[src/rtl/search_pkg.sv]
`default_nettype none
// ============================================================================
//  Module      : search_pkg
//  Description : Shared definitions for the search arbiter slice. Holds the
//                default key and match-address widths and the arbiter state
//                type.
//  Ports       : none (package)
//  Revision    : 1.0  initial release
// ============================================================================
package search_pkg;

   localparam int C_RULE_WIDTH_DEF = 24;
   localparam int C_ADDR_WIDTH_DEF = 8;

   // Arbiter states. Encoding is fixed so waveforms from older builds still
   // decode the same way.
   typedef enum logic [1:0] {
      ST_IDLE  = 2'd0,
      ST_RUN   = 2'd1,
      ST_DRAIN = 2'd2
   } state_e;

endpackage
`default_nettype wire

[src/rtl/srch_tag_fifo.sv]
`default_nettype none
// ============================================================================
//  Module      : srch_tag_fifo
//  Description : Small show-ahead FIFO that remembers which requester owns
//                each search outstanding in the search RAM. Results come back
//                in order, so the head entry always names the owner of the
//                next result.
//  Ports       : clk_i, rstn      clock / async active-low reset
//                push_i, push_data_i   write one tag (ignored when full)
//                pop_i             drop the head tag (ignored when empty)
//                head_o            tag at the head of the FIFO
//                count_o           number of tags held
//                empty_o           no tags held
//  Revision    : 1.0  initial release
// ============================================================================
module srch_tag_fifo #(
   parameter int C_WIDTH = 2,
   parameter int C_DEPTH = 4
) (
   input  logic                     clk_i,
   input  logic                     rstn,
   input  logic                     push_i,
   input  logic [C_WIDTH-1:0]       push_data_i,
   input  logic                     pop_i,
   output logic [C_WIDTH-1:0]       head_o,
   output logic [$clog2(C_DEPTH):0] count_o,
   output logic                     empty_o
);

   localparam int C_PTR_W = (C_DEPTH > 1) ? $clog2(C_DEPTH) : 1;
   localparam int C_CNT_W = $clog2(C_DEPTH) + 1;

   logic [C_WIDTH-1:0] mem_q [C_DEPTH];
   logic [C_WIDTH-1:0] mem_d [C_DEPTH];
   logic [C_PTR_W-1:0] wr_ptr_q, wr_ptr_d;
   logic [C_PTR_W-1:0] rd_ptr_q, rd_ptr_d;
   logic [C_CNT_W-1:0] count_q, count_d;
   logic               push_ok;
   logic               pop_ok;

   // Explicit wrap keeps the pointers correct for any depth, not only
   // depths that fill the pointer width.
   function automatic logic [C_PTR_W-1:0] ptr_inc(input logic [C_PTR_W-1:0] p);
      return (p == C_PTR_W'(C_DEPTH - 1)) ? '0 : p + 1'b1;
   endfunction

   assign push_ok = push_i && (count_q != C_CNT_W'(C_DEPTH));
   assign pop_ok  = pop_i && (count_q != '0);

   always_comb begin
      mem_d    = mem_q;
      wr_ptr_d = wr_ptr_q;
      rd_ptr_d = rd_ptr_q;
      count_d  = count_q;
      if (push_ok) begin
         mem_d[wr_ptr_q] = push_data_i;
         wr_ptr_d        = ptr_inc(wr_ptr_q);
      end
      if (pop_ok) begin
         rd_ptr_d = ptr_inc(rd_ptr_q);
      end
      case ({push_ok, pop_ok})
         2'b10:   count_d = count_q + 1'b1;
         2'b01:   count_d = count_q - 1'b1;
         default: count_d = count_q;
      endcase
   end

   always_ff @(posedge clk_i or negedge rstn) begin
      if (!rstn) begin
         mem_q    <= '{default: '0};
         wr_ptr_q <= '0;
         rd_ptr_q <= '0;
         count_q  <= '0;
      end else begin
         mem_q    <= mem_d;
         wr_ptr_q <= wr_ptr_d;
         rd_ptr_q <= rd_ptr_d;
         count_q  <= count_d;
      end
   end

   assign head_o  = mem_q[rd_ptr_q];
   assign count_o = count_q;
   assign empty_o = (count_q == '0);

endmodule
`default_nettype wire

[src/rtl/search_arb.sv]
`default_nettype none
// ============================================================================
//  Module      : search_arb
//  Description : Round-robin arbiter that funnels key searches from several
//                requesters into one search RAM and routes the in-order
//                results back to the requester that issued each search.
//  Ports       : clk_i, rstn           clock / async active-low reset
//                en_i                  arbitration enable
//                req_valid_i/key_i     per-requester search requests
//                req_ready_o           one-hot grant (combinational)
//                srch_o, srch_key_o    search strobe and key to the RAM
//                ram_busy_i            RAM cannot accept a search
//                res_vld_i/match_i/addr_i  in-order results from the RAM
//                rsp_vld_o/match_o/addr_o  result routed to its requester
//                busy_o                arbiter not idle
//                err_o                 sticky: result with nothing outstanding
//  Revision    : 1.0  initial release
// ============================================================================
module search_arb
   import search_pkg::*;
#(
   parameter int C_RULE_WIDTH = C_RULE_WIDTH_DEF,
   parameter int C_NUM_REQ    = 4,
   parameter int C_ADDR_WIDTH = C_ADDR_WIDTH_DEF,
   parameter int C_TAG_DEPTH  = 4
) (
   input  logic                              clk_i,
   input  logic                              rstn,
   input  logic                              en_i,
   input  logic [C_NUM_REQ-1:0]              req_valid_i,
   input  logic [C_NUM_REQ*C_RULE_WIDTH-1:0] req_key_i,
   output logic [C_NUM_REQ-1:0]              req_ready_o,
   output logic                              srch_o,
   output logic [C_RULE_WIDTH-1:0]           srch_key_o,
   input  logic                              ram_busy_i,
   input  logic                              res_vld_i,
   input  logic                              res_match_i,
   input  logic [C_ADDR_WIDTH-1:0]           res_addr_i,
   output logic [C_NUM_REQ-1:0]              rsp_vld_o,
   output logic                              rsp_match_o,
   output logic [C_ADDR_WIDTH-1:0]           rsp_addr_o,
   output logic                              busy_o,
   output logic                              err_o
);

   localparam int C_IDX_W = $clog2(C_NUM_REQ);
   localparam int C_CNT_W = $clog2(C_TAG_DEPTH) + 1;

   state_e                    state_q, state_d;
   logic [C_IDX_W-1:0]        rr_ptr_q, rr_ptr_d;
   logic                      srch_q, srch_d;
   logic [C_RULE_WIDTH-1:0]   srch_key_q, srch_key_d;
   logic [C_NUM_REQ-1:0]      rsp_vld_q, rsp_vld_d;
   logic                      rsp_match_q, rsp_match_d;
   logic [C_ADDR_WIDTH-1:0]   rsp_addr_q, rsp_addr_d;
   logic                      err_q, err_d;

   logic                      issue_ok;
   logic                      hi_found, lo_found;
   logic [C_IDX_W-1:0]        hi_idx, lo_idx;
   logic                      grant_vld;
   logic [C_IDX_W-1:0]        grant_idx;
   logic [C_RULE_WIDTH-1:0]   grant_key;
   logic                      xfer;

   logic                      fifo_pop;
   logic [C_IDX_W-1:0]        fifo_head;
   logic [C_CNT_W-1:0]        fifo_count;
   logic                      fifo_empty;

   // The full check uses the registered count only: a pop in the same cycle
   // does not open a slot until the next cycle.
   assign issue_ok = (state_q == ST_RUN) && !ram_busy_i &&
                     (fifo_count < C_CNT_W'(C_TAG_DEPTH));

   // Round-robin search split into two priority bands: requesters above
   // rr_ptr first (lowest index wins), then wrap to 0..rr_ptr. The last
   // granted requester lands in the lower band and so has lowest priority.
   always_comb begin
      hi_found = 1'b0;
      lo_found = 1'b0;
      hi_idx   = '0;
      lo_idx   = '0;
      for (int i = 0; i < C_NUM_REQ; i++) begin
         if (req_valid_i[i]) begin
            if (C_IDX_W'(i) > rr_ptr_q) begin
               if (!hi_found) begin
                  hi_found = 1'b1;
                  hi_idx   = C_IDX_W'(i);
               end
            end else if (!lo_found) begin
               lo_found = 1'b1;
               lo_idx   = C_IDX_W'(i);
            end
         end
      end
      grant_vld = hi_found || lo_found;
      grant_idx = hi_found ? hi_idx : lo_idx;
   end

   // Grant decode and key select.
   always_comb begin
      req_ready_o = '0;
      grant_key   = '0;
      for (int i = 0; i < C_NUM_REQ; i++) begin
         if (grant_idx == C_IDX_W'(i)) begin
            req_ready_o[i] = issue_ok && grant_vld;
            grant_key      = req_key_i[i*C_RULE_WIDTH +: C_RULE_WIDTH];
         end
      end
   end

   // The granted requester is valid by construction, so ready alone marks
   // the transfer.
   assign xfer     = issue_ok && grant_vld;
   assign fifo_pop = res_vld_i && !fifo_empty;

   always_comb begin
      state_d     = state_q;
      rr_ptr_d    = rr_ptr_q;
      srch_d      = xfer;
      srch_key_d  = srch_key_q;
      rsp_vld_d   = '0;
      rsp_match_d = rsp_match_q;
      rsp_addr_d  = rsp_addr_q;
      err_d       = err_q | (res_vld_i & fifo_empty);

      if (xfer) begin
         rr_ptr_d   = grant_idx;
         srch_key_d = grant_key;
      end

      if (fifo_pop) begin
         rsp_match_d = res_match_i;
         rsp_addr_d  = res_addr_i;
         for (int i = 0; i < C_NUM_REQ; i++) begin
            if (fifo_head == C_IDX_W'(i)) begin
               rsp_vld_d[i] = 1'b1;
            end
         end
      end

      case (state_q)
         ST_IDLE: begin
            if (en_i) state_d = ST_RUN;
         end
         ST_RUN: begin
            if (!en_i) state_d = ST_DRAIN;
         end
         ST_DRAIN: begin
            if (en_i) begin
               state_d = ST_RUN;
            end else if (fifo_empty) begin
               state_d = ST_IDLE;
            end
         end
         default: state_d = ST_IDLE;
      endcase
   end

   always_ff @(posedge clk_i or negedge rstn) begin
      if (!rstn) begin
         state_q     <= ST_IDLE;
         rr_ptr_q    <= C_IDX_W'(C_NUM_REQ - 1);
         srch_q      <= 1'b0;
         srch_key_q  <= '0;
         rsp_vld_q   <= '0;
         rsp_match_q <= 1'b0;
         rsp_addr_q  <= '0;
         err_q       <= 1'b0;
      end else begin
         state_q     <= state_d;
         rr_ptr_q    <= rr_ptr_d;
         srch_q      <= srch_d;
         srch_key_q  <= srch_key_d;
         rsp_vld_q   <= rsp_vld_d;
         rsp_match_q <= rsp_match_d;
         rsp_addr_q  <= rsp_addr_d;
         err_q       <= err_d;
      end
   end

   srch_tag_fifo #(
      .C_WIDTH (C_IDX_W),
      .C_DEPTH (C_TAG_DEPTH)
   ) u_tag_fifo (
      .clk_i       (clk_i),
      .rstn        (rstn),
      .push_i      (xfer),
      .push_data_i (grant_idx),
      .pop_i       (fifo_pop),
      .head_o      (fifo_head),
      .count_o     (fifo_count),
      .empty_o     (fifo_empty)
   );

   assign srch_o      = srch_q;
   assign srch_key_o  = srch_key_q;
   assign rsp_vld_o   = rsp_vld_q;
   assign rsp_match_o = rsp_match_q;
   assign rsp_addr_o  = rsp_addr_q;
   assign busy_o      = (state_q != ST_IDLE);
   assign err_o       = err_q;

endmodule
`default_nettype wire

[config.mk]
export PLATFORM = sky130hd
export DESIGN_NAME = search_arb
export DESIGN_NICKNAME = d
export VERILOG_FILES = /design/src/rtl/search_pkg.sv /design/src/rtl/srch_tag_fifo.sv /design/src/rtl/search_arb.sv
export SDC_FILE = /design/constraint.sdc
export NUM_CORES = 1
export LEC_CHECK = 0
export CAP_MARGIN = 25
export CORE_MARGIN = 1
export CORE_UTILIZATION = 46
export CTS_BUF_LIST = sky130_fd_sc_hd__clkbuf_8
export DETAILED_ROUTE_END_ITERATION = 8
export GPL_TIMING_DRIVEN = 0
export PLACE_DENSITY = 0.95
export SKIP_CTS_REPAIR_TIMING = 1
export SLEW_MARGIN = 10
export SYNTH_ARGS = -nofsm -noshare
export SYNTH_HDL_FRONTEND = slang
export SYNTH_HIERARCHICAL = 1
export SYNTH_SLANG_ARGS = --single-unit
[constraint.sdc]
create_clock -name clk_i -period 4.8 [get_ports clk_i]
set_clock_uncertainty 0.15 [all_clocks]
set_input_delay 0.96 -clock clk_i [delete_from_list [all_inputs] [get_ports clk_i]]
set_output_delay 0.96 -clock clk_i [all_outputs]
set_load 0.05 [all_outputs]
==> impl_metrics.ini <==
[run_status]
outcome = finished, final reports clean

[setup_path]
crit-reg2reg-launch = u_tag_fifo/count_o[0]$_DFFE_PN0P_
worstPathArrival_ns = 3.52
worst_setup_path_end_kind = primary output
start_kind = input port
crit_start = req_valid_i[0]
path_class = in2out
worstPathMaxFanout = 15
cp.required_ns = 3.69
r2r_cells = 12

[detailed_routing]
wl_met3_um = 648
drtIter0Drc = 92
drtAntennaViolNets = 0
m1WireLength_um = 3190
wl_per_cell_um = 16.7
dr_wl_met2_um = 4760
drt_first_pass_iters = 4
top_layer = met4
vias_per_cell = 5.10
num_vias = 2694
drc = 0
finalWirelength_um = 8840

[clock_tree]
clk_pin_slew_worst_paths_ns = 0.07
clock-sinks = 58
root_buffer = clkbuf_8
numCtsBuffers = 9
cts_max_path_buffers = 2
ctsHtreeMaxLevel = 3
tritoncts = built
insertion_delay_ns = 0.33

[cells_and_area]
layout_common_cells = clkdlybuf4s50_1, mux2i_1, dfrtp_1
postLayoutCellArea_um2 = 5240
fillers = 440
layout-drive-gt1-share_pct = 19.9
layout_commonest_cell = clkdlybuf4s50_1
n_antenna_cell = 0
fin_nets = 548
syn_to_final_growth_pct = 55.7

[yosys]
yosysWarnings = 6
ys.flop_type = dfrtp_1
syn-num-nets = 380
syn_inst = 259
synth_largest_area_cell = dfrtp_1
ys_async_sr_fraction_pct = 100
yosysSeqAreaShare_pct = 43.2
synth_cell_types = 38
ys_top_cells_by_area = dfrtp_1, mux2i_1, mux2_2
synth-edff-count = 0
ys_ff_latch = 58
syn_area_per_cell_um2 = 13.0
synth_top_area_share_pct = 41.6
syn_area_um2 = 3370

[run]
cap_violations = 0

[power_and_ir_drop]
clockPowerShare_pct = 13.4
vdd.ir_drop.worst_v = 0.000394
cellPowerDensity_nw_per_um2 = 611
fin_total_pwr_w = 0.00320
leakagePower_nw = 2.35
switching_share_pct = 43.3
internal-power_w = 0.00181
p_comb_share_pct = 59.9
switchingPower_w = 0.00138
p_seq_share_pct = 26.7

[sta]
rsz0062_at_grt = false
fin_crit_ns = 4.63
holdWs_ns = 0.305
setup_tns_ns = 0
maxSlewHeadroom_pct = 51.6
tightest_slew_ns = 0.725
hold_viol = 0
fmax_mhz = 216
report.final.slew_viol_count = 0
setup_viol = 0
min_period_over_period_pct = 96.4

[global_route]
grt_pass1_vias = 2903
grt_overflow = 0
grt_pass1_wl_um = 13800
grt_max_degree = 59
antenna_found_initial = 0
grt.total_usage_pct = 24.1

[placed_design]
gp_congestion = 0.735
hpwl_um = 7010
placed_area_um2 = 5050
numPortBuffers = 157

[floorplan]
fp.dieW_um = 87.5
core-area_um2 = 6940
std_cell_rows = 30
io_pins = 158
start_util_pct = 48.5
die_h_um = 87.5
dieArea_um2 = 7660

[min_path]
hold_path_class = reg2reg
hold-path-cell-count = 1
min_from = err_o$_DFF_PN0_
-- flip-flops by register name, indices dropped and copies added, names as in the netlist --
register and cells:
err_o 1, rr_ptr_q 2, rsp_addr_o 8, rsp_match_o 1, rsp_vld_o 4, srch_key_o 24
srch_o 1, state_q 2, u_tag_fifo/count_o 3, u_tag_fifo/mem_q 8, u_tag_fifo/rd_ptr_q 2, u_tag_fifo/wr_ptr_q 2
-- final timing paths --
check	to	slack [ns]
max in group asynchronous	srch_key_o[10]$_DFFE_PN0P_	3.49
worst min-delay path	err_o$_DFF_PN0_	0.30
worst min register to register	err_o$_DFF_PN0_	0.30
worst max register to register	u_tag_fifo/count_o[2]$_DFFE_PN0P_	1.93
min in group asynchronous	rsp_addr_o[6]$_DFFE_PN0P_	0.53
worst max-delay path	req_ready_o[0]	0.17
-- routing by layer --
metal	up-vias	track usage, %
li1	1262	-
met1	1299	24.2
met2	107	46.1
met3	26	6.60
met4	0	10.9
met5	-	0
-- synth_stat cells (2+ instances only) --
| cell type | count |
|---|---|
| nand2b_1 | 4 |
| mux2_2 | 46 |
| buf_6 | 3 |
| nor2_1 | 12 |
| dfrtp_1 | 56 |
| buf_12 | 4 |
| mux4_2 | 2 |
| clkbuf_1 | 2 |
| and3_1 | 2 |
| nand2b_4 | 2 |
| nor3_1 | 2 |
| ha_1 | 6 |
| nand2_1 | 6 |
| buf_2 | 3 |
| nor2b_1 | 2 |
| xor2_1 | 2 |
| dfstp_2 | 2 |
| a21oi_1 | 2 |
| mux2i_1 | 73 |
| inv_1 | 9 |
| nor3b_1 | 2 |
-- stage by stage --
step,utilization (%),setup WS [ns],cells
2_1_floorplan,-,0.801,259
3_3_place_gp,72.8,0.243,512
3_5_place_dp,72.8,0.191,512
4_1_cts,75.5,0.158,528
5_1_grt,75.5,0.0186,528
6_report,75.5,0.172,528
-- worst max-delay path, cell delays in order --
cell,delay [ns]
clkdlybuf4s50_1,0.54
nor2_1,0.08
a2111oi_2,0.48
buf_2,0.40
nor3b_1,0.23
clkdlybuf4s50_1,0.83
-- layout make-up --
cell class | instances | area, um2 | share of cell area [%]
timing repair buffer | 157 | 1570 | 29.9
clock buffer | 9 | 124 | 2.36
inverter | 9 | 33.8 | 0.645
buffer | 14 | 159 | 3.03
multi-input combinational | 178 | 1720 | 32.8
clock inverter | 7 | 61.3 | 1.17
tap | 96 | 120 | 2.29
sequential | 58 | 1450 | 27.7
-- power groups by stage --
| stage | Combinational (W) | Sequential (W) | Clock [W] |
|---|---|---|---|
| floorplan | 0.000840 | 0.00135 | 0 |
| global placement | 0.00188 | 0.000843 | 0 |
| detailed placement | 0.00193 | 0.000862 | 0 |
| CTS | 0.00194 | 0.000855 | 0.000437 |
| global route | 0.00203 | 0.000883 | 0.000458 |
| finish | 0.00192 | 0.000854 | 0.000428 |
-- cells by family (layout without fill, tap and decap cells) --
group | after synthesis | in the layout | synth area share, %
simple gates | 37 | 37 | 6.69
flops | 58 | 58 | 43.2
buf+inv | 23 | 196 | 5.72
compound gates | 10 | 10 | 2.34
fa+ha+maj | 7 | 7 | 2.83
xor+xnor | 3 | 3 | 0.781
mux | 121 | 121 | 38.4
No activity file was read; power rests on OpenSTA's default activity.
